$ cat src/rtl/alu_pkg.sv
// Shared ALU definitions: operand widths and the ALU select encoding.
// Latency: none (types and constants only).
// Backpressure: not applicable.
package alu_pkg;

    localparam int dataWidth    = 32;
    localparam int selectWidth  = 4;
    localparam int regAddrWidth = 5;

    // ALU operation select; ADD is zero so a cleared pipeline register decodes as ADD.
    typedef enum logic [selectWidth-1:0] {
        ALU_ADD  = 4'd0,
        ALU_SUB  = 4'd1,
        ALU_MUL  = 4'd2,
        ALU_AND  = 4'd3,
        ALU_OR   = 4'd4,
        ALU_XOR  = 4'd5,
        ALU_NOT  = 4'd6,
        ALU_SLL  = 4'd7,
        ALU_SRL  = 4'd8,
        ALU_SRA  = 4'd9,
        ALU_SLT  = 4'd10,
        ALU_SLTU = 4'd11
    } alu_sel_e;

endpackage

$ cat src/rtl/alu_issue_stage_if.sv
// Bundle of decode-side, downstream-side and execute-register signals of the issue stage.
// Latency: none (wiring only).
// Backpressure: id_ready returned to decode; ex_ready supplied by the ALU side.
interface alu_issue_stage_if;
    import alu_pkg::*;

    // decode side
    logic                    id_valid;
    logic                    id_ready;
    logic [regAddrWidth-1:0] id_rs1;
    logic [regAddrWidth-1:0] id_rs2;
    logic [dataWidth-1:0]    id_rs1Data;
    logic [dataWidth-1:0]    id_rs2Data;
    logic [dataWidth-1:0]    id_imm;
    logic                    id_useImm;
    logic [selectWidth-1:0]  id_aluSelect;
    logic [regAddrWidth-1:0] id_rd;
    logic                    id_regWrite;
    logic                    id_isLoad;

    // pipeline control and forwarding sources
    logic                    flush;
    logic                    ex_ready;
    logic [dataWidth-1:0]    ex_result;
    logic [regAddrWidth-1:0] mem_rd;
    logic                    mem_regWrite;
    logic [dataWidth-1:0]    mem_data;

    // registered execute-stage fields
    logic                    ex_valid;
    logic [dataWidth-1:0]    inputA;
    logic [dataWidth-1:0]    inputB;
    logic [selectWidth-1:0]  ALUSelect;
    logic [regAddrWidth-1:0] ex_rd;
    logic                    ex_regWrite;
    logic                    ex_isLoad;

    modport master (
        output id_valid, id_rs1, id_rs2, id_rs1Data, id_rs2Data, id_imm, id_useImm,
               id_aluSelect, id_rd, id_regWrite, id_isLoad,
               flush, ex_ready, ex_result, mem_rd, mem_regWrite, mem_data,
        input  id_ready, ex_valid, inputA, inputB, ALUSelect, ex_rd, ex_regWrite, ex_isLoad
    );

    modport slave (
        input  id_valid, id_rs1, id_rs2, id_rs1Data, id_rs2Data, id_imm, id_useImm,
               id_aluSelect, id_rd, id_regWrite, id_isLoad,
               flush, ex_ready, ex_result, mem_rd, mem_regWrite, mem_data,
        output id_ready, ex_valid, inputA, inputB, ALUSelect, ex_rd, ex_regWrite, ex_isLoad
    );

endinterface

$ cat src/rtl/forward_mux.sv
// Selects one source operand: held instruction result, memory-stage value, or register file.
// Latency: combinational.
// Backpressure: none; the caller decides whether the result is captured.
module forward_mux
    import alu_pkg::*;
(
    input  logic [regAddrWidth-1:0] rs,
    input  logic [dataWidth-1:0]    rf_data,
    input  logic                    ex_fwd_en,
    input  logic [regAddrWidth-1:0] ex_rd,
    input  logic [dataWidth-1:0]    ex_result,
    input  logic                    mem_fwd_en,
    input  logic [regAddrWidth-1:0] mem_rd,
    input  logic [dataWidth-1:0]    mem_data,
    output logic [dataWidth-1:0]    operand
);

    // Youngest producer wins; x0 always takes the register-file value.
    always_comb begin
        operand = rf_data;
        if (rs != '0) begin
            if (ex_fwd_en && (ex_rd == rs)) begin
                operand = ex_result;
            end else if (mem_fwd_en && (mem_rd == rs)) begin
                operand = mem_data;
            end
        end
    end

endmodule

$ cat src/rtl/alu_issue_stage.sv
// Decode-to-execute register with operand forwarding, load-use bubble insertion and flush.
// Latency: 1 cycle from id_valid&&id_ready to ex_valid.
// Backpressure: holds all fields while ex_ready is low; id_ready drops on stall, hazard or flush.
module alu_issue_stage
    import alu_pkg::*;
(
    input  logic               clk,
    input  logic               reset,
    alu_issue_stage_if.slave   bus
);

    logic                    ex_valid_q;
    logic [dataWidth-1:0]    input_a_q;
    logic [dataWidth-1:0]    input_b_q;
    logic [selectWidth-1:0]  alu_select_q;
    logic [regAddrWidth-1:0] ex_rd_q;
    logic                    ex_reg_write_q;
    logic                    ex_is_load_q;

    logic                    hazard;
    logic                    ex_fwd_en;
    logic [dataWidth-1:0]    fwd_a;
    logic [dataWidth-1:0]    fwd_b;
    logic [dataWidth-1:0]    operand_b;
    logic                    capture;

    // A load's result is not available until it reaches the memory stage, so it
    // never forwards from the held slot; the hazard logic stalls the consumer instead.
    assign ex_fwd_en = ex_valid_q && ex_reg_write_q && !ex_is_load_q;

    // Load-use detection; rs2 is irrelevant when operand B comes from the immediate.
    always_comb begin
        hazard = 1'b0;
        if (ex_valid_q && ex_is_load_q && ex_reg_write_q && (ex_rd_q != '0)) begin
            hazard = (ex_rd_q == bus.id_rs1) || (!bus.id_useImm && (ex_rd_q == bus.id_rs2));
        end
    end

    assign bus.id_ready = bus.ex_ready && !hazard && !bus.flush;
    assign capture      = bus.ex_ready && bus.id_valid && !hazard;

    forward_mux u_fwd_a (
        .rs         (bus.id_rs1),
        .rf_data    (bus.id_rs1Data),
        .ex_fwd_en  (ex_fwd_en),
        .ex_rd      (ex_rd_q),
        .ex_result  (bus.ex_result),
        .mem_fwd_en (bus.mem_regWrite),
        .mem_rd     (bus.mem_rd),
        .mem_data   (bus.mem_data),
        .operand    (fwd_a)
    );

    forward_mux u_fwd_b (
        .rs         (bus.id_rs2),
        .rf_data    (bus.id_rs2Data),
        .ex_fwd_en  (ex_fwd_en),
        .ex_rd      (ex_rd_q),
        .ex_result  (bus.ex_result),
        .mem_fwd_en (bus.mem_regWrite),
        .mem_rd     (bus.mem_rd),
        .mem_data   (bus.mem_data),
        .operand    (fwd_b)
    );

    assign operand_b = bus.id_useImm ? bus.id_imm : fwd_b;

    // Pipeline register: flush kills, capture loads, a free slot bubbles, a stall holds.
    always_ff @(posedge clk or negedge reset) begin
        if (!reset) begin
            ex_valid_q     <= 1'b0;
            input_a_q      <= '0;
            input_b_q      <= '0;
            alu_select_q   <= ALU_ADD;
            ex_rd_q        <= '0;
            ex_reg_write_q <= 1'b0;
            ex_is_load_q   <= 1'b0;
        end else if (bus.flush) begin
            ex_valid_q     <= 1'b0;
        end else if (capture) begin
            ex_valid_q     <= 1'b1;
            input_a_q      <= fwd_a;
            input_b_q      <= operand_b;
            alu_select_q   <= bus.id_aluSelect;
            ex_rd_q        <= bus.id_rd;
            ex_reg_write_q <= bus.id_regWrite;
            ex_is_load_q   <= bus.id_isLoad;
        end else if (bus.ex_ready) begin
            ex_valid_q     <= 1'b0;
            ex_reg_write_q <= 1'b0;
            ex_is_load_q   <= 1'b0;
        end
    end

    assign bus.ex_valid    = ex_valid_q;
    assign bus.inputA      = input_a_q;
    assign bus.inputB      = input_b_q;
    assign bus.ALUSelect   = alu_select_q;
    assign bus.ex_rd       = ex_rd_q;
    assign bus.ex_regWrite = ex_reg_write_q;
    assign bus.ex_isLoad   = ex_is_load_q;

endmodule

$ cat src/flat_wrapper.sv
// flat-port wrapper written by rule: the top's interface ports become plain ports
module alu_issue_stage_flat import alu_pkg::*;
  (clk, reset, bus_id_valid, bus_id_rs1, bus_id_rs2, bus_id_rs1Data, bus_id_rs2Data, bus_id_imm, bus_id_useImm, bus_id_aluSelect, bus_id_rd, bus_id_regWrite, bus_id_isLoad, bus_flush, bus_ex_ready, bus_ex_result, bus_mem_rd, bus_mem_regWrite, bus_mem_data, bus_id_ready, bus_ex_valid, bus_inputA, bus_inputB, bus_ALUSelect, bus_ex_rd, bus_ex_regWrite, bus_ex_isLoad);
  alu_issue_stage_if bus_i ();
  input  logic clk;
  input  logic reset;
  input wire logic [$bits(bus_i.id_valid)-1:0] bus_id_valid;
  input wire logic [$bits(bus_i.id_rs1)-1:0] bus_id_rs1;
  input wire logic [$bits(bus_i.id_rs2)-1:0] bus_id_rs2;
  input wire logic [$bits(bus_i.id_rs1Data)-1:0] bus_id_rs1Data;
  input wire logic [$bits(bus_i.id_rs2Data)-1:0] bus_id_rs2Data;
  input wire logic [$bits(bus_i.id_imm)-1:0] bus_id_imm;
  input wire logic [$bits(bus_i.id_useImm)-1:0] bus_id_useImm;
  input wire logic [$bits(bus_i.id_aluSelect)-1:0] bus_id_aluSelect;
  input wire logic [$bits(bus_i.id_rd)-1:0] bus_id_rd;
  input wire logic [$bits(bus_i.id_regWrite)-1:0] bus_id_regWrite;
  input wire logic [$bits(bus_i.id_isLoad)-1:0] bus_id_isLoad;
  input wire logic [$bits(bus_i.flush)-1:0] bus_flush;
  input wire logic [$bits(bus_i.ex_ready)-1:0] bus_ex_ready;
  input wire logic [$bits(bus_i.ex_result)-1:0] bus_ex_result;
  input wire logic [$bits(bus_i.mem_rd)-1:0] bus_mem_rd;
  input wire logic [$bits(bus_i.mem_regWrite)-1:0] bus_mem_regWrite;
  input wire logic [$bits(bus_i.mem_data)-1:0] bus_mem_data;
  output wire logic [$bits(bus_i.id_ready)-1:0] bus_id_ready;
  output wire logic [$bits(bus_i.ex_valid)-1:0] bus_ex_valid;
  output wire logic [$bits(bus_i.inputA)-1:0] bus_inputA;
  output wire logic [$bits(bus_i.inputB)-1:0] bus_inputB;
  output wire logic [$bits(bus_i.ALUSelect)-1:0] bus_ALUSelect;
  output wire logic [$bits(bus_i.ex_rd)-1:0] bus_ex_rd;
  output wire logic [$bits(bus_i.ex_regWrite)-1:0] bus_ex_regWrite;
  output wire logic [$bits(bus_i.ex_isLoad)-1:0] bus_ex_isLoad;
  assign bus_i.id_valid = bus_id_valid;
  assign bus_i.id_rs1 = bus_id_rs1;
  assign bus_i.id_rs2 = bus_id_rs2;
  assign bus_i.id_rs1Data = bus_id_rs1Data;
  assign bus_i.id_rs2Data = bus_id_rs2Data;
  assign bus_i.id_imm = bus_id_imm;
  assign bus_i.id_useImm = bus_id_useImm;
  assign bus_i.id_aluSelect = bus_id_aluSelect;
  assign bus_i.id_rd = bus_id_rd;
  assign bus_i.id_regWrite = bus_id_regWrite;
  assign bus_i.id_isLoad = bus_id_isLoad;
  assign bus_i.flush = bus_flush;
  assign bus_i.ex_ready = bus_ex_ready;
  assign bus_i.ex_result = bus_ex_result;
  assign bus_i.mem_rd = bus_mem_rd;
  assign bus_i.mem_regWrite = bus_mem_regWrite;
  assign bus_i.mem_data = bus_mem_data;
  assign bus_id_ready = bus_i.id_ready;
  assign bus_ex_valid = bus_i.ex_valid;
  assign bus_inputA = bus_i.inputA;
  assign bus_inputB = bus_i.inputB;
  assign bus_ALUSelect = bus_i.ALUSelect;
  assign bus_ex_rd = bus_i.ex_rd;
  assign bus_ex_regWrite = bus_i.ex_regWrite;
  assign bus_ex_isLoad = bus_i.ex_isLoad;
  alu_issue_stage u_core (.clk(clk), .reset(reset), .bus(bus_i));
endmodule
$ cat config.mk
export PLATFORM = sky130hd
export DESIGN_NAME = alu_issue_stage_flat
export DESIGN_NICKNAME = d
export VERILOG_FILES = /design/src/rtl/alu_pkg.sv /design/src/rtl/alu_issue_stage_if.sv /design/src/rtl/forward_mux.sv /design/src/rtl/alu_issue_stage.sv /design/src/flat_wrapper.sv
export SDC_FILE = /design/constraint.sdc
export NUM_CORES = 1
export LEC_CHECK = 0
export CORE_MARGIN = 4
export CORE_UTILIZATION = 42
export CTS_CLUSTER_SIZE = 12
export DETAILED_ROUTE_END_ITERATION = 10
export PLACE_DENSITY = 0.9
export SYNTH_ARGS = -nofsm -noshare
export SYNTH_HDL_FRONTEND = slang
export SYNTH_HIERARCHICAL = 1
export SYNTH_SLANG_ARGS = --single-unit
$ cat constraint.sdc
create_clock -name clk -period 3 [get_ports clk]
set_input_delay 0.75 -clock clk [delete_from_list [all_inputs] [get_ports clk]]
set_output_delay 0.75 -clock clk [all_outputs]
set_load 0.005 [all_outputs]
Word level (Yosys, flattened, before mapping)
Index checks and enable logic that the tools add are counted.
{ "classes": {"n_eq_ne": 4, "muxes": 13, "bitwise_logic": 1, "reduce_logical": 26} }
{ "op_table": {"columns": ["operator", "count"], "rows": [
  ["2-to-1 mux 32 bit", 7],
  ["== test 5 bit", 4],
  ["nonzero test 5 bit", 3],
  ["logical AND 1 bit", 14],
  ["2-to-1 mux 1 bit", 6],
  ["zero test 1 bit", 4],
  ["AND reduction 2 bit", 2],
  ["nonzero test 3 bit", 1],
  ["nonzero test 2 bit", 1],
  ["logical OR 1 bit", 1],
  ["inverter 1 bit", 1]
]} }
{ "totals": {"reg_bits": 76, "in_bits": 193, "out_inout_bits": 77} }

Longest topological paths before layout
Gate-level depths: netlist of run 1.
{ "logic_depth": {"depth_word": 8, "mapped_depth": 10, "depth_no_buf": 8} }

Hierarchy
The synthesis of run 1 kept the hierarchy.
{ "by_module_without_submodules": {"columns": ["mod", "n_inst", "cells_per_inst", "area_per_inst_um2"], "rows": [
  ["alu_issue_stage", 1, 226, 3741.1],
  ["forward_mux", 2, 98, 922.1]
]} }

Worst setup path after synthesis of run 1
OpenSTA, ideal clock, no wires.
{ "synth_path": {"path_kind": "input-to-reg", "from": "input port bus_id_rs2[1]", "to": "register u_core.input_b_q[0] (netlist: u_core/bus.inputB[0])", "setup_ns": 0.125, "t_arrival_ns": 2.419, "t_required_ns": 2.875, "path_slack_ns": 0.456, "cell_stages": 9, "n_path_buf": 2, "cell_sequence": "xnor2_1 nand4_1 or3_1 buf_6 clkbuf_1 o22ai_1 a2bb2oi_2 mux2_2 mux2_4"} }
{ "synth_via": {"elab_cells_between_ends": 15, "cone_classes": "eq/ne (2); mux (5); reduce/logical (8)"} }
{ "synth_rtl": {"columns": ["item", "line", "source"], "rows": [
  ["start: declaration", "flat_wrapper.sv:9", "input wire logic [$bits(bus_i.id_rs2)-1:0] bus_id_rs2;"],
  ["== test 5 bit", "forward_mux.sv:24", "end else if (mem_fwd_en && (mem_rd == rs)) begin"],
  ["logical AND 1 bit", "forward_mux.sv:24", null],
  ["2-to-1 mux 32 bit", "forward_mux.sv:24", null],
  ["2-to-1 mux 32 bit", "forward_mux.sv:22", "if (ex_fwd_en && (ex_rd == rs)) begin"],
  ["2-to-1 mux 32 bit *", "forward_mux.sv:21", "if (rs != '0) begin"],
  ["net u_core.fwd_b[0]", "alu_issue_stage.sv:23", "logic [dataWidth-1:0] fwd_b;"],
  ["2-to-1 mux 32 bit *", "alu_issue_stage.sv:66", "assign operand_b = bus.id_useImm ? bus.id_imm : fwd_b;"],
  ["end signal: assignment", "alu_issue_stage.sv:83", "input_b_q <= operand_b;"],
  ["end: declaration", "alu_issue_stage.sv:14", "logic [dataWidth-1:0] input_b_q;"]
]} }
Mark *: on every way through the listed nets, which the timed path passes. The rest lies on a longest branch.
A chain may end at the register's enable or synchronous reset.

Final worst setup path of run 1
{ "layout_path": {"from": "input port bus_id_rs1[3]", "to": "output port bus_id_ready"} }
{ "layout_via": {"elab_chain_cells": 6} }
{ "layout_rtl": {"columns": ["item", "line", "source"], "rows": [
  ["start: declaration", "flat_wrapper.sv:8", "input wire logic [$bits(bus_i.id_rs1)-1:0] bus_id_rs1;"],
  ["== test 5 bit", "alu_issue_stage.sv:35", "hazard = (ex_rd_q == bus.id_rs1) || (!bus.id_useImm && (ex_rd_q == bus.id_rs2));"],
  ["logical OR 1 bit", "alu_issue_stage.sv:35", null],
  ["2-to-1 mux 1 bit", "alu_issue_stage.sv:34", "if (ex_valid_q && ex_is_load_q && ex_reg_write_q && (ex_rd_q != '0)) begin"],
  ["zero test 1 bit", "alu_issue_stage.sv:39", "assign bus.id_ready = bus.ex_ready && !hazard && !bus.flush;"],
  ["logical AND 1 bit (2 in series)", "alu_issue_stage.sv:39", null],
  ["end: declaration", "flat_wrapper.sv:24", "output wire logic [$bits(bus_i.id_ready)-1:0] bus_id_ready;"]
]} }
No other way between the ends.

==> results.sh, run 1 <==
export IMPL_synth_area_um2=5590
export IMPL_area_growth_pct=60.9
export IMPL_p_leak_nw=3.61
export IMPL_gr_usage_all_layers_pct=24.8
export IMPL_syn_inst=422
export IMPL_drt_wl_total_mm=19.7
export IMPL_cpMaxStageDelayCell="clkdlybuf4s50_1"
export IMPL_finalClockSkew_ps=8.66
export IMPL_synth_cell_types=33
export IMPL_status="complete, no violations"
export IMPL_die_height_um=123
export IMPL_relSlewSlack_pct=35.2
export IMPL_cts_buffer_depth=2
export IMPL_final_common_cell="clkdlybuf4s50_1"
export IMPL_pwr_share_clk_pct=27.8
export IMPL_path_buf_inv=2
export IMPL_critPathLaunchType="input pin"
export IMPL_grt_max_degree=77
export IMPL_critPathMaxStageDelay_ps=500
export IMPL_swShare_pct=25.5
export IMPL_cts_root_buffer="clkbuf_16"
export IMPL_criticalPathCategory="input pin to output port"
export IMPL_crit_family="buffers and inverters"
export IMPL_coreArea_um2=12800
export IMPL_dp_hpwl_mm=14.5
export IMPL_die_x_um=123
export IMPL_power_density_nw_per_um2=442
export IMPL_internal_power_mw=2.96
export IMPL_min_period_ps=2890
export IMPL_setup_violations=0
export IMPL_io_buffers=269
export IMPL_fin_nets=904
export IMPL_antenna_found_initial=0
export IMPL_slew_viol_final=0
export IMPL_fin_cells=888
export IMPL_hold_viol=0
export IMPL_synth_nets=615
export IMPL_vias=4970
export IMPL_worst_hold_path_type="flop to flop"
export IMPL_gp_congestion=0.938
export IMPL_combPwrFrac_pct=37.6
export IMPL_dp_cells=865
export IMPL_cts_tree="built"
export IMPL_cts_sinks=76
export IMPL_holdBufCountCts=0
export IMPL_drcViolationCount=0
export IMPL_die_area_um2=15200
export IMPL_antenna_left=0
export IMPL_dr_pass1_iters=4
export IMPL_drt_iter0_drc=256
export IMPL_grt_pass1_wl_mm=28.9
export IMPL_synth_seq_cells=76
export IMPL_p_sw_mw=1.01
export IMPL_post_route_period_util_pct=96.5
export IMPL_n_antenna_cell=0
export IMPL_ir_drop_uv=236
export IMPL_p_total_mw=3.98
export IMPL_insertion_delay_ps=340
export IMPL_path_cells="clkdlybuf4s50_1, xnor2_1, nand2_1, o32a_1, nor2_2, nor2_1, dlygate4sd2_1"
export IMPL_critical_path_arrival_ps=2140
export IMPL_n_fill_cell=902
export IMPL_grt_pass1_vias=5400
export IMPL_most_common_layout_cells="clkdlybuf4s50_1, dfrtp_1, mux2_4"
export IMPL_drive_gt1_share_pct=33.1
export IMPL_rows=41
export IMPL_via_per_inst=5.60
export IMPL_worstPathRequired_ps=2250
export IMPL_drv_cap=0
export IMPL_cts_buffers=9
export IMPL_h_tree_depth=3
export IMPL_seqPwrFrac_pct=34.7
export IMPL_synth_seq_area_share_pct=34.1
export IMPL_clk_pin_slew_ps=60
export IMPL_num_io_pins=270
export IMPL_worst_slew_pin_slew_ps=971
export IMPL_cp_max_fo=2
export IMPL_rsz0062_at_grt="false"
export IMPL_fmaxAchievable_mhz=346
export IMPL_cp_end_kind="output port"
export IMPL_start_util_pct=43.6
export IMPL_ys_warn_count=6
export IMPL_wl_per_cell_um=22.2
export IMPL_grt_ovfl_total=0
export IMPL_syn_area_per_cell_um2=13.2
## flip-flops by register name, indices dropped and copies added (netlist names)
name                    flops
u_core/bus.ex_regWrite      1
u_core/bus.inputA          32
u_core/bus.ex_valid         1
u_core/bus.ex_rd            5
u_core/bus.inputB          32
u_core/bus.ALUSelect        4
u_core/bus.ex_isLoad        1
## routing by layer
metal,vias up,GRT usage (%),wire [um]
met4,0,10.7,573
met5,-,0,0
met1,2441,28.5,7450
li1,2239,-,-
met3,47,6.08,1670
met2,243,43.7,9980
## power by group through the flow
stage	registers [mW]	clock network (mW)	logic (mW)
after floorplan	1.40	0	0.576
after global placement	1.38	0	1.46
after detailed placement	1.39	0	1.49
after CTS	1.38	1.13	1.51
after global routing	1.40	1.18	1.57
final	1.38	1.10	1.49
## what timing repair did
item                       CTS  global route
setup endpoints to repair    1             3
setup buffers                6             1
gates resized for setup      6             4
pin swaps                    2             3
## per-stage QoR
stage	setup slack, ps	hold WS [ps]	cell area (um2)	utilization [%]	TNS, ps
finish	106	502	8980	70.1	0
global route	46.0	517	8980	70.1	0
CTS	6.31	507	8970	69.9	0
detailed placement	-338	488	8620	67.2	-10120
global placement	-284	471	8620	67.2	-6130
floorplan	456	454	5590	-	0
## final timing paths
path,from,to,slack [ps],cells after the start
setup / recovery,bus_id_rs1[3],bus_id_ready,110,7
hold / removal,u_core/bus.inputA[3],u_core/bus.inputA[3],500,1
setup reg to reg,u_core/bus.ex_rd[2],u_core/bus.inputB[30],490,9
hold reg to reg,u_core/bus.inputA[3],u_core/bus.inputA[3],500,1
max in group asynchronous,reset,u_core/bus.ex_rd[2],1800,1
min in group asynchronous,reset,u_core/bus.inputB[15],570,1
## cell families (layout without fill, tap and decap cells)
logic type / Yosys count / count (layout) / synth area share (%)
mux: 105 / 105 / 25.9
compound gates: 139 / 139 / 26.3
xor+xnor: 30 / 30 / 4.70
simple gates: 31 / 31 / 2.93
flops: 76 / 76 / 34.1
buf+inv: 41 / 335 / 6.16
## final cells by class
cell class	instances	area (um2)	area share (%)
repair buffers	316	3180	35.4
multi-input cells	305	3370	37.5
inverters	3	11.3	0.125
clock inverters	4	47.5	0.529
well taps	172	215	2.40
clock buffers	12	256	2.85
flip-flops and latches	76	1900	21.2
## cell usage after synthesis
| library cell | n | area [um2] |
|---|---|---|
| or3_1 | 2 | 12.5 |
| dfrtp_1 | 76 | 1900 |
| nand4_1 | 3 | 18.8 |
| xor2_1 | 11 | 96.3 |
| mux2_2 | 32 | 360 |
| o32a_1 | 1 | 10.0 |
| clkbuf_1 | 22 | 82.6 |
| a2bb2oi_1 | 2 | 17.5 |
| o32ai_1 | 1 | 8.76 |
| buf_12 | 8 | 160 |
| nor4_2 | 2 | 25.0 |
| o21ai_0 | 1 | 5.00 |
| nand3_1 | 1 | 5.00 |
| nand2_1 | 11 | 41.3 |
| o2bb2a_1 | 2 | 20.0 |
| nor3_1 | 2 | 10.0 |
| a2bb2oi_2 | 60 | 901 |
| nand2b_1 | 1 | 6.26 |
| nor2_1 | 5 | 18.8 |
| and2_0 | 2 | 12.5 |
| or4_1 | 1 | 7.51 |
| o22ai_1 | 64 | 400 |
| o311ai_2 | 2 | 32.5 |
| o2111ai_2 | 1 | 15.0 |
| o21ba_2 | 1 | 10.0 |
| o21ai_1 | 2 | 10.0 |
| a21boi_4 | 2 | 37.5 |
| buf_6 | 8 | 90.1 |
| mux2_4 | 70 | 1050 |
| nor2b_1 | 1 | 6.26 |
| mux2_1 | 3 | 33.8 |
| inv_1 | 3 | 11.3 |
| xnor2_1 | 19 | 166 |
Note: power is estimated with default switching activity, not from simulation.
==> run 2, diff against run 1 <==
--- a/config.mk
+++ b/config.mk
@@ -5,10 +5,12 @@
 export SDC_FILE = /design/constraint.sdc
 export NUM_CORES = 1
 export LEC_CHECK = 0
+export CORE_ASPECT_RATIO = 1.25
 export CORE_MARGIN = 4
 export CORE_UTILIZATION = 42
 export CTS_CLUSTER_SIZE = 12
 export DETAILED_ROUTE_END_ITERATION = 10
+export GPL_ROUTABILITY_DRIVEN = 1
 export PLACE_DENSITY = 0.9
 export SYNTH_ARGS = -nofsm -noshare
 export SYNTH_HDL_FRONTEND = slang
==> run 2 against run 1 <==
Die area about the same; largest cell class unchanged; critical path type unchanged; clock power up 4%; largest power group unchanged; sequential power about the same; worst setup slack worse by 12 ps; sequential cell count unchanged; critical endpoint unchanged; sequential share of layout area up 0.11 points; combinational power about the same; cell area down 0.53%; highest routed layer unchanged.
==> results.sh, run 2 (synthesized netlist as in run 1, its figures left out) <==
export IMPL_clk_pin_slew_ps=60
export IMPL_h_tree_depth=3
export IMPL_n_fill_cell=869
export IMPL_start_util_pct=43.5
export IMPL_fmaxAchievable_mhz=344
export IMPL_die_height_um=137
export IMPL_most_common_layout_cells="clkdlybuf4s50_1, dfrtp_1, mux2_4"
export IMPL_vias=5013
export IMPL_p_sw_mw=1.03
export IMPL_status="complete, no violations"
export IMPL_critical_path_arrival_ps=2160
export IMPL_fin_nets=899
export IMPL_die_area_um2=15200
export IMPL_antenna_found_initial=0
export IMPL_dp_hpwl_mm=15.0
export IMPL_n_antenna_cell=0
export IMPL_wl_per_cell_um=22.9
export IMPL_grt_ovfl_total=0
export IMPL_internal_power_mw=2.99
export IMPL_seqPwrFrac_pct=34.1
export IMPL_final_util_pct=69.6
export IMPL_power_density_nw_per_um2=450
export IMPL_coreArea_um2=12800
export IMPL_setup_violations=0
export IMPL_io_buffers=269
export IMPL_post_route_period_util_pct=96.8
export IMPL_critPathLaunchType="input pin"
export IMPL_swShare_pct=25.7
export IMPL_area_growth_pct=60.0
export IMPL_die_x_um=111
export IMPL_grt_pass1_wl_mm=30.6
export IMPL_cts_buffers=9
export IMPL_cp_end_kind="output port"
export IMPL_hold_depth=1
export IMPL_min_period_ps=2910
export IMPL_worst_slew_pin_slew_ps=990
export IMPL_drt_wl_total_mm=20.1
export IMPL_worst_hold_path_type="flop to flop"
export IMPL_cts_buffer_depth=2
export IMPL_dr_pass1_iters=4
export IMPL_criticalPathCategory="input pin to output port"
export IMPL_gp_congestion=0.912
export IMPL_pwr_share_clk_pct=28.4
export IMPL_rsz0062_at_grt="false"
export IMPL_cts_root_buffer="clkbuf_16"
export IMPL_fin_area_um2=8940
export IMPL_insertion_delay_ps=330
export IMPL_drv_cap=0
export IMPL_final_common_cell="clkdlybuf4s50_1"
export IMPL_num_io_pins=270
export IMPL_worstPathRequired_ps=2250
export IMPL_drt_iter0_drc=213
export IMPL_dpl_instance_area_um2=8610
export IMPL_drcViolationCount=0
export IMPL_gr_usage_all_layers_pct=25.6
export IMPL_slew_viol_final=0
export IMPL_reg2reg_depth=10
export IMPL_drive_gt1_share_pct=32.6
export IMPL_combPwrFrac_pct=37.4
export IMPL_rows=46
export IMPL_ir_drop_uv=246
export IMPL_p_leak_nw=3.58
export IMPL_finalClockSkew_ps=7.85
export IMPL_hold_viol=0
export IMPL_antenna_left=0
export IMPL_cts_tree="built"
export IMPL_relSlewSlack_pct=34.0
export IMPL_grt_max_degree=77
export IMPL_cp_max_fo=2
export IMPL_via_per_inst=5.70
export IMPL_cts_sinks=76
export IMPL_grt_pass1_vias=5810
## run 2: cell types whose count changed in the layout (fill, tap and decap cells not counted), sizes merged
cell           before  now
buf                49   44
dlymetal6s2s        4    3
clkinvlp            1    0
clkbuf             12   13
clkdlybuf4s50     258  259
## run 2: critical path: stages
cell and delay (ps):
clkdlybuf4s50_1 510, xnor2_1 140, nand3_1 130, o32a_1 210, nor2_2 110, nor2_1 50
dlygate4sd2_1 260
## run 2: timing repair
action / in CTS / in global routing
buffers inserted: 1 / 0
pin swaps: 2 / 2
gates resized for setup: 5 / 4
endpoints found under the setup margin: 1 / 1
hold buffers: 0 / 0
## run 2: per-layer routing
metal  GRT usage [%]  routed length [um]
met5               0                   0
met4            14.1                 873
met3            6.32                1290
met2            46.4               10500
met1            27.5                7390
## run 2: worst paths after layout
path                                        start                    end  slack (ps)
max                                 bus_id_rs1[4]           bus_id_ready          90
min                          u_core/bus.inputA[4]   u_core/bus.inputA[4]         490
min in group asynchronous                   reset  u_core/bus.inputB[22]         570
min reg2reg                  u_core/bus.inputA[4]   u_core/bus.inputA[4]         490
max in group asynchronous                   reset    u_core/bus.ex_rd[4]        1780
max reg2reg                u_core/bus.ex_regWrite   u_core/bus.inputB[9]         480
## run 2: power groups by stage
stage	Sequential, mW	Clock (mW)	Combinational [mW]
2_1_floorplan	1.40	0	0.576
3_3_place_gp	1.37	0	1.47
3_5_place_dp	1.38	0	1.50
4_1_cts	1.37	1.16	1.51
5_1_grt	1.40	1.21	1.59
6_report	1.37	1.14	1.51
## run 2: final cells by class
| type | count | area (um2) | area share [%] |
|---|---|---|---|
| multi-input combinational | 305 | 3370 | 37.7 |
| tap | 168 | 210 | 2.35 |
| sequential | 76 | 1900 | 21.3 |
| clock buffer | 13 | 270 | 3.02 |
| inverter | 3 | 11.3 | 0.126 |
| timing repair buffer | 311 | 3130 | 35.0 |
| clock inverter | 3 | 43.8 | 0.490 |
## run 2: per-stage QoR
stage	power (mW)	hold WS, ps	worst slack [ps]	std cells	setup TNS, ps
3_5_place_dp	2.89	474	-346	862	-10190
5_1_grt	4.19	520	21.4	879	0
3_3_place_gp	2.84	471	-336	862	-6270
4_1_cts	4.05	496	3.50	879	0
6_report	4.02	493	94.5	879	0
2_1_floorplan	1.97	454	456	422	0
==> run 3, diff against run 2 <==
--- a/config.mk
+++ b/config.mk
@@ -7,11 +7,12 @@
 export LEC_CHECK = 0
 export CORE_ASPECT_RATIO = 1.25
 export CORE_MARGIN = 4
-export CORE_UTILIZATION = 42
+export CORE_UTILIZATION = 45
 export CTS_CLUSTER_SIZE = 12
 export DETAILED_ROUTE_END_ITERATION = 10
 export GPL_ROUTABILITY_DRIVEN = 1
-export PLACE_DENSITY = 0.9
+export PLACE_DENSITY = 0.95
+export REMOVE_ABC_BUFFERS = 1
 export SYNTH_ARGS = -nofsm -noshare
 export SYNTH_HDL_FRONTEND = slang
 export SYNTH_HIERARCHICAL = 1
==> constraint.sdc (replaced) <==
create_clock -name clk -period 3.45 [get_ports clk]
set_input_delay 0.8625 -clock clk [delete_from_list [all_inputs] [get_ports clk]]
set_output_delay 0.8625 -clock clk [all_outputs]
set_load 0.005 [all_outputs]
==> run 3 against run 2 <==
Via count fell by 3.5%; sequential share of layout area is 0.40 points higher; worst setup slack better by 220 ps; clock power shrank 17%; count of clock-buffer cells in the layout shrank 2; critical path type unchanged; critical endpoint unchanged; largest power group unchanged.
==> results.sh, run 3 (synthesized netlist as in run 1, its figures left out) <==
export IMPL_status="complete, no violations"
export IMPL_multi_input_area_um2=3370
export IMPL_cts_buffers=9
export IMPL_swShare_pct=25.3
export IMPL_fmaxAchievable_mhz=319
export IMPL_whs_ps=506
export IMPL_drt_iter0_drc=172
export IMPL_p_sw_uw=865
export IMPL_num_io_pins=270
export IMPL_ir_drop_uv=220
export IMPL_gp_congestion=0.863
export IMPL_io_buffers=269
export IMPL_die_area_um2=14300
export IMPL_power_density_nw_per_um2=390
export IMPL_dp_hpwl_mm=14.0
export IMPL_die_x_um=108
export IMPL_cts_sinks=76
export IMPL_gr_usage_all_layers_pct=26.1
export IMPL_final_util_pct=72.1
export IMPL_dr_pass1_iters=6
export IMPL_rsz0062_at_grt="false"
export IMPL_grt_pass1_wl_mm=29.4
export IMPL_setup_tns_final_ps=0
export IMPL_wl_per_cell_um=22.1
export IMPL_grt_pass1_vias=5534
export IMPL_critPathLaunchType="input pin"
export IMPL_n_antenna_cell=0
export IMPL_worstPathRequired_ps=2590
export IMPL_setup_violations=0
export IMPL_clk_pin_slew_ps=50
export IMPL_critical_path_arrival_ps=2270
export IMPL_criticalPathCategory="input pin to output port"
export IMPL_cp_end_kind="output port"
export IMPL_grt_ovfl_total=0
export IMPL_rows=45
export IMPL_cpMaxStageDelayCell="clkdlybuf4s50_1"
export IMPL_final_setup_worst_slack_ps=315
export IMPL_antenna_found_initial=0
export IMPL_slew_viol_final=0
export IMPL_hold_viol=0
export IMPL_area_growth_pct=57.1
export IMPL_ff2ff_setup_slack_ps=930
export IMPL_place_ws_ps=-112
export IMPL_worst_hold_path_type="flop to flop"
export IMPL_pwr_share_clk_pct=27.8
export IMPL_combPwrFrac_pct=37.0
export IMPL_path_cells="clkdlybuf4s50_1, xnor2_1, nand4_1, o32a_1, nor2_2, nor2_1, dlymetal6s2s_1"
export IMPL_worst_slew_pin_slew_ps=976
export IMPL_min_period_ps=3140
export IMPL_fin_area_um2=8770
export IMPL_n_fill_cell=800
export IMPL_most_common_layout_cells="clkdlybuf4s50_1, dfrtp_1, mux2_4"
export IMPL_finalClockSkew_ps=6.54
export IMPL_cts_buffer_depth=2
export IMPL_post_route_period_util_pct=90.9
export IMPL_drcViolationCount=0
export IMPL_dpl_instance_area_um2=8470
export IMPL_cp_max_fo=2
export IMPL_drive_gt1_share_pct=31.4
export IMPL_critPathMaxStageDelay_ps=510
export IMPL_p_leak_nw=3.47
export IMPL_holdBufCountCts=0
export IMPL_internal_power_mw=2.56
export IMPL_via_per_inst=5.62
export IMPL_start_util_pct=45.9
export IMPL_final_common_cell="clkdlybuf4s50_1"
export IMPL_antenna_left=0
export IMPL_cts_root_buffer="clkbuf_16"
export IMPL_die_height_um=133
export IMPL_relSlewSlack_pct=34.9
export IMPL_drt_wl_total_mm=19.1
export IMPL_h_tree_depth=3
export IMPL_vias=4838
export IMPL_seqPwrFrac_pct=35.2
export IMPL_cts_tree="built"
export IMPL_insertion_delay_ps=320
export IMPL_coreArea_um2=12200
export IMPL_fin_nets=886
export IMPL_grt_max_degree=77
export IMPL_drv_cap=0
export IMPL_seqCellArea_um2=1900
[run 3: cell count changes in the layout (fill, tap and decap cells not counted), sizes merged]
cell	before	now
clkinv	2	3
dlygate4sd2	5	1
buf	44	31
dlymetal6s2s	3	1
clkdlybuf4s50	259	265
clkbuf	13	11
[run 3: timing repair]
action,in CTS,in global routing
pin swaps,2,0
gates resized for setup,2,1
endpoints found under the setup margin,1,1
setup buffers,0,0
[run 3: final cells by class]
type / count / share of cell area [%]
multi-input cells: 305 / 38.5
repair buffers: 298 / 34.0
flip-flops and latches: 76 / 21.7
clock buffers: 11 / 2.88
well taps: 164 / 2.34
clock inverters: 4 / 0.556
inverters: 3 / 0.128
[run 3: worst max-delay path: cells and delay by family]
| family | cells | cell delay [ps] |
|---|---|---|
| xor gates and xnor gates | 1 | 130 |
| and+or+nand+nor | 3 | 280 |
| AOI/OAI and AO/OA | 1 | 340 |
| buffers and inverters | 2 | 660 |
[run 3: per-stage QoR]
step                std cells  power [mW]
floorplan                 384        1.70
global placement          846        2.44
detailed placement        846        2.48
CTS                       861        3.46
global route              861        3.59
finish                    861        3.42
[run 3: layer usage]
metal	vias up	global-route usage, %	wire, um
met5	-	0	0
met4	0	8.84	416
met3	36	6.98	1540
met2	234	47.4	9980
met1	2379	29.1	7140
li1	2189	-	-
[run 3: worst paths after layout]
check,from,depth (start not counted),endpoint
hold / removal,u_core/bus.inputB[23],1,u_core/bus.inputB[23]
min in group asynchronous,reset,1,u_core/bus.inputB[30]
max in group asynchronous,reset,1,u_core/bus.inputB[14]
setup reg to reg,u_core/bus.ex_rd[2],5,u_core/bus.inputA[5]
setup / recovery,bus_id_rs2[2],7,bus_id_ready
hold reg to reg,u_core/bus.inputB[23],1,u_core/bus.inputB[23]
[run 3: power by group through the flow]
| stage | Combinational (mW) | Sequential (mW) | Clock (mW) |
|---|---|---|---|
| finish | 1.26 | 1.20 | 0.950 |
| global route | 1.34 | 1.23 | 1.03 |
| CTS | 1.27 | 1.21 | 0.978 |
| detailed placement | 1.26 | 1.22 | 0 |
| global placement | 1.24 | 1.20 | 0 |
| floorplan | 0.481 | 1.22 | 0 |
